===== src/rtl/hilo_div_unit.sv =====
// Multi-cycle radix-2 restoring divider for DIV/DIVU; returns {HI=remainder, LO=quotient}.
// Optional build macro DIV_EARLY_OUT_EN: finish at once when |dividend| < |divisor|.

`ifndef EXE_DIV_OP
`define EXE_DIV_OP 8'b00011010
`endif
`ifndef EXE_DIVU_OP
`define EXE_DIVU_OP 8'b00011011
`endif

module hilo_div_unit #(
    parameter int unsigned WIDTH = 32
) (
    input  logic               clk,
    input  logic               resetn,
    input  logic [7:0]         alucontrol_i,
    input  logic               start_i,
    input  logic               annul_i,
    input  logic [WIDTH-1:0]   opa_i,
    input  logic [WIDTH-1:0]   opb_i,
    output logic [2*WIDTH-1:0] result_o,
    output logic               ready_o,
    output logic               stall_o
);

    localparam int unsigned CW = $clog2(WIDTH) + 1;

    typedef enum logic [1:0] {S_IDLE, S_ON, S_ZERO, S_END} state_t;

    state_t             state_q, state_d;
    logic [CW-1:0]      cnt_q, cnt_d;
    logic [WIDTH-1:0]   rem_q, rem_d;
    logic [WIDTH-1:0]   quo_q, quo_d;
    logic [WIDTH-1:0]   dvs_q, dvs_d;
    logic               negq_q, negq_d;
    logic               negr_q, negr_d;
    logic [2*WIDTH-1:0] result_q, result_d;
    logic               ready_q, ready_d;

    logic               is_signed;
    logic               req;
    logic [WIDTH-1:0]   mag_a, mag_b;
    logic               early_out;
    logic [WIDTH:0]     shifted, diff;
    logic               ge;
    logic [WIDTH-1:0]   rem_next, quo_next;

    function automatic logic [WIDTH-1:0] fix(input logic neg, input logic [WIDTH-1:0] v);
        return neg ? -v : v;
    endfunction

    assign is_signed = (alucontrol_i == `EXE_DIV_OP);
    assign req       = start_i & (is_signed | (alucontrol_i == `EXE_DIVU_OP)) & ~annul_i;
    assign mag_a     = (is_signed & opa_i[WIDTH-1]) ? -opa_i : opa_i;
    assign mag_b     = (is_signed & opb_i[WIDTH-1]) ? -opb_i : opb_i;

`ifdef DIV_EARLY_OUT_EN
    assign early_out = (mag_a < mag_b);
`else
    assign early_out = 1'b0;
`endif

    // quo_q starts as the dividend magnitude; its MSB feeds the remainder while
    // quotient bits enter at the LSB, so after WIDTH steps it holds the quotient.
    assign shifted  = {rem_q, quo_q[WIDTH-1]};
    assign diff     = shifted - {1'b0, dvs_q};
    assign ge       = shifted[WIDTH] | ~diff[WIDTH];
    assign rem_next = ge ? diff[WIDTH-1:0] : shifted[WIDTH-1:0];
    assign quo_next = {quo_q[WIDTH-2:0], ge};

    always_comb begin
        state_d  = state_q;
        cnt_d    = cnt_q;
        rem_d    = rem_q;
        quo_d    = quo_q;
        dvs_d    = dvs_q;
        negq_d   = negq_q;
        negr_d   = negr_q;
        result_d = result_q;
        ready_d  = 1'b0;
        unique case (state_q)
            S_IDLE: begin
                if (req) begin
                    negq_d = is_signed & (opa_i[WIDTH-1] ^ opb_i[WIDTH-1]);
                    negr_d = is_signed & opa_i[WIDTH-1];
                    dvs_d  = mag_b;
                    quo_d  = mag_a;
                    rem_d  = '0;
                    cnt_d  = '0;
                    if (opb_i == '0) begin
                        state_d = S_ZERO;
                    end else if (early_out) begin
                        state_d  = S_END;
                        ready_d  = 1'b1;
                        result_d = {fix(is_signed & opa_i[WIDTH-1], mag_a), {WIDTH{1'b0}}};
                    end else begin
                        state_d = S_ON;
                    end
                end
            end
            S_ON: begin
                if (annul_i) begin
                    state_d = S_IDLE;
                    cnt_d   = '0;
                end else begin
                    rem_d = rem_next;
                    quo_d = quo_next;
                    cnt_d = cnt_q + 1'b1;
                    if (cnt_q == CW'(WIDTH - 1)) begin
                        state_d  = S_END;
                        ready_d  = 1'b1;
                        result_d = {fix(negr_q, rem_next), fix(negq_q, quo_next)};
                    end
                end
            end
            S_ZERO: begin
                if (annul_i) begin
                    state_d = S_IDLE;
                end else begin
                    state_d  = S_END;
                    ready_d  = 1'b1;
                    result_d = '0;
                end
            end
            S_END: begin
                state_d = S_IDLE;
                cnt_d   = '0;
            end
            default: state_d = S_IDLE;
        endcase
    end

    always_ff @(posedge clk or negedge resetn) begin
        if (!resetn) begin
            state_q  <= S_IDLE;
            cnt_q    <= '0;
            rem_q    <= '0;
            quo_q    <= '0;
            dvs_q    <= '0;
            negq_q   <= 1'b0;
            negr_q   <= 1'b0;
            result_q <= '0;
            ready_q  <= 1'b0;
        end else begin
            state_q  <= state_d;
            cnt_q    <= cnt_d;
            rem_q    <= rem_d;
            quo_q    <= quo_d;
            dvs_q    <= dvs_d;
            negq_q   <= negq_d;
            negr_q   <= negr_d;
            result_q <= result_d;
            ready_q  <= ready_d;
        end
    end

    // Stall drops in END so the pipeline advances while the result is valid.
    assign stall_o  = (req & ~ready_q) | (state_q == S_ON) | (state_q == S_ZERO);
    assign ready_o  = ready_q;
    assign result_o = result_q;

endmodule


===== config.mk =====
export PLATFORM = sky130hd
export DESIGN_NAME = hilo_div_unit
export DESIGN_NICKNAME = d
export VERILOG_FILES = /design/src/rtl/hilo_div_unit.sv
export SDC_FILE = /design/constraint.sdc
export NUM_CORES = 1
export LEC_CHECK = 0
export CORE_MARGIN = 8
export CORE_UTILIZATION = 25
export DETAILED_ROUTE_END_ITERATION = 8
export GPL_TIMING_DRIVEN = 0
export SYNTH_ARGS = -nofsm -noshare
export SYNTH_HDL_FRONTEND = slang
export SYNTH_SLANG_ARGS = --single-unit

===== constraint.sdc =====
create_clock -name clk -period 9.15 [get_ports clk]
set_input_delay 1.3725 -clock clk [delete_from_list [all_inputs] [get_ports clk]]
set_output_delay 1.3725 -clock clk [all_outputs]
set_load 0.01 [all_outputs]

==> run summary <==
The number of enable flip-flop cells after synthesis is 0. The remaining max-slew budget at the tightest pin is 0.388. The clock buffer count from CTS came out at 17. Once detail routing completed, the nets flagged for antenna violations numbered 0. The switching power summed over all nets is 2680 uW.

The initial utilization of the core area, before any placement, comes to 0.251. Using the TritonRoute via totals, the vias-per-cell ratio works out to 5.03. The HPWL after detailed placement came out at 33.7 mm. Row generation in the floorplan step produced 80 rows. Of the total power, registers draw 0.245. The total detailed-routing wirelength came out at 41.8 mm. The end-of-flow core utilization is 0.310.

The first-pass detailed-route iteration total came out at 7. The non-filler instance count after layout came out at 2,251. The power density over the cells is 365 nW/um^2. The relative contribution of the clock network to total power is 0.138.

The growth of design area from synthesis to finish came out at 23.5%. The count of filler cells inserted in the layout is 4,967. The placeable core region is 47,300 um^2. The count of buffers added by post-CTS timing repair for setup is 0. Buffers inserted to repair hold after CTS numbered 0. The total number of vias came out at 11,300. The proportion of synthesized chip area in sequential cells came out at 0.360. The highest net fanout along the worst path came out at 10. The clock period minus final worst setup slack came out at 7.13 ns. The actual slew at the worst max-slew pin is 0.912 ns. The critical hold path startpoint is result_o[37]. The switching part of the total is 0.498.

The required time at the worst-slack endpoint came out at 9.46 ns. The floorplan die height came out at 234 um. The number of nets in the finished design is 1,741.

In the layout the commonest cells are 241 x sky130_fd_sc_hd__nand2_1, 199 x sky130_fd_sc_hd__o21ai_0, 171 x sky130_fd_sc_hd__dfrtp_1. The number of library cell types mapped by synthesis is 78. The peak per-stage delay on the critical path is 0.50 ns.

The largest net degree at the start of global routing came out at 90. The number of maximum-capacitance constraint violations is 0. The library cell used most frequently in the layout, excluding fill and tap cells, is sky130_fd_sc_hd__nand2_1. The average instance area after synthesis is 8.14 um^2. The global-route congestion overflow total came out at 0. The number of global-route vias before repair came out at 11,300. The number of antenna violations at the first check in global routing came out at 1.

The type of the worst min-delay path is flip-flop to flip-flop. The synthesized cell area came out at 11,900 um^2. The cell leakage power is 0.00580 uW. The share of total power dissipated in combinational logic is 0.617. The synthesized design contains 171 register bits.

The buffer levels on the longest clock path is 2. The latest clock arrival within the worst-skew pair is 0.46 ns. The worst setup path is of the flip-flop to flip-flop kind.

The reg-to-reg critical path startpoint is quo_q[31]. The count of warnings emitted by yosys came out at 0. The final-report hold violation count is 0. The clock net in this run drives a total of 171 sinks. The final worst-path cycle share came out at 0.779. The die area is 54,800 um^2. The CTS H-tree depth came out at 4. The clock skew after layout came out at 0.0125 ns. The total instance count after detailed placement is 2,219. Static timing analysis puts the maximum clock frequency at 0.140 GHz. TritonCTS built the clock tree. Setup violations remaining at the end of the flow were counted as 0. The detailed router's first-iteration violation count came out at 723. The repair_antennas step left the layout with diodes totalling 0. The slowest stage of the critical path is the sky130_fd_sc_hd__o311ai_2 cell. The max-slew violation count came out at 0. The gate count of the mapped netlist came out at 1,462.

STA classifies the critical path endpoint as a flip-flop. The fraction of layout instances using a drive strength above 1 is 0.0403. The count of buffers from port buffering came out at 141. The total global routing track utilization is 0.151. The internal portion of total power came out at 2690 uW. The run finished with clean final reports. The endpoint arrival time on the critical path is 7.44 ns. The tree is rooted in a sky130_fd_sc_hd__clkbuf_16.

The most common flop cell mapped by yosys is sky130_fd_sc_hd__dfrtp_1. The global-route wire length before repair is 65.0 mm. The post-synthesis net count came out at 1,580.

The die width came out at 234 um. The critical path goes through inv_1 -> ha_1 -> fa_1 -> nand2b_1 -> a211oi_2 -> nor3_1 -> o311ai_2 -> a31o_4 -> buf_6 -> buf_2 -> clkbuf_1 -> buf_2 -> nand2_1 -> o21ai_0 -> ha_1 -> nand2_1 -> or3_1 -> nor4_1 -> nand4_1 -> o22ai_1 -> nand2_1 -> o41ai_1 -> xnor2_1 -> o21ai_0. The register clock-pin slew on the reported worst setup and hold paths came out at 0.08 ns. The count of cells resized by post-cts repair is 0. The mean routed wirelength per cell is 18.6 um. For this run, design rule violations remaining after detail routing come to 0. The most critical setup path has its startpoint at quo_q[31].

The minimum hold slack is 0.478 ns. Counting flops with an async set or reset pin after synthesis yields a share of 1.00. The worst ir drop on vdd came out at 0.207 mV. By instance count, the cell type seen most on the critical path is sky130_fd_sc_hd__nand2_1. The startpoint type of the worst setup path is a flip-flop. The routability congestion estimate came out at 0.904.

The top-level port count came out at 142. Setup repair after global routing left no endpoint under its margin.
## cell type report
| cell class | count | area (um^2) | area share |
|---|---|---|---|
| multi-input combinational | 1159 | 7100 | 0.483 |
| sequential | 171 | 4280 | 0.291 |
| timing repair buffer | 142 | 1440 | 0.0983 |
| tap | 615 | 769 | 0.0524 |
| clock buffer | 18 | 429 | 0.0292 |
| buffer | 80 | 320 | 0.0218 |
| inverter | 52 | 198 | 0.0135 |
| clock inverter | 14 | 154 | 0.0105 |
## path summary, 6_finish.rpt
kind / end / slack [ns] / depth (start not counted)
min: result_o[37] / 0.48 / 2
max reg2reg: result_o[60] / 2.02 / 24
max in group asynchronous: result_o[52] / 7.37 / 2
min in group asynchronous: result_o[15] / 0.90 / 1
min reg2reg: result_o[37] / 0.48 / 2
max: result_o[60] / 2.02 / 24
## Yosys cell counts (11+ instances only)
cell type	n	area (um^2)
sky130_fd_sc_hd__o31ai_1	39	293
sky130_fd_sc_hd__and2_1	12	75.1
sky130_fd_sc_hd__o41ai_1	13	114
sky130_fd_sc_hd__nand2_1	241	905
sky130_fd_sc_hd__o21ai_0	199	996
sky130_fd_sc_hd__clkbuf_1	63	236
sky130_fd_sc_hd__xor2_1	76	666
sky130_fd_sc_hd__ha_1	41	513
sky130_fd_sc_hd__a21oi_1	97	485
sky130_fd_sc_hd__inv_1	51	191
sky130_fd_sc_hd__or3_1	16	100
sky130_fd_sc_hd__dfrtp_1	171	4280
sky130_fd_sc_hd__nand3_1	16	80.1
sky130_fd_sc_hd__nor3_1	29	145
sky130_fd_sc_hd__nor2_1	93	349
sky130_fd_sc_hd__nor4_1	15	93.8
sky130_fd_sc_hd__nand2b_1	11	68.8
sky130_fd_sc_hd__nand4_1	13	81.3
sky130_fd_sc_hd__or4_1	13	97.6
sky130_fd_sc_hd__xnor2_1	65	569
sky130_fd_sc_hd__mux2i_1	24	240
## power by group through the flow
| stage | clock network (uW) | registers, uW | logic [uW] |
|---|---|---|---|
| after floorplan | 0 | 1290 | 2110 |
| after global placement | 0 | 1310 | 3250 |
| after detailed placement | 0 | 1330 | 3280 |
| after CTS | 751 | 1310 | 3290 |
| after global routing | 783 | 1360 | 3630 |
| final | 740 | 1320 | 3310 |
## metrics by stage
step	worst slack [ns]	cell area (um^2)	power [uW]	TNS, ns
2_1_floorplan	3.70	11900	3400	0
3_3_place_gp	-0.506	14100	4560	-83.15
3_5_place_dp	2.24	14100	4610	0
4_1_cts	2.15	14700	5360	0
6_report	2.02	14700	5370	0
5_1_grt	1.56	14700	5760	0
## logic make-up after synthesis
family                     count (synthesis)  synth area share
adders and majority gates                 42            0.0448
muxes                                     25            0.0211
AOI/OAI and AO/OA                        450             0.231
xor gates and xnor gates                 141             0.104
buffers and inverters                    132            0.0435
and+or+nand+nor                          501             0.196
DFF                                      171             0.360
## flip-flops by register name (all words and copies together), names as in the netlist
signal	count
negq_q	1
quo_q	32
negr_q	1
state_q	2
ready_o	1
dvs_q	32
rem_q	32
result_o	64
cnt_q	6
## layer usage
layer / vias up / track usage / part of all wire
met5: - / 0 / 0.00031
met1: 5474 / 0.197 / 0.46
met2: 291 / 0.250 / 0.47
li1: 5505 / - / -
met4: 2 / 0.0553 / 0.025
met3: 59 / 0.0262 / 0.046
## critical path: cells and delay by family, from the launching register on
family | cells | cell delay (ns)
xor+xnor | 1 | 0.17
flops | 1 | 0.43
simple gates | 8 | 1.81
buf+inv | 5 | 1.46
compound gates | 7 | 2.20
fa+ha+maj | 3 | 0.89
(Power assumes the default switching activity.)
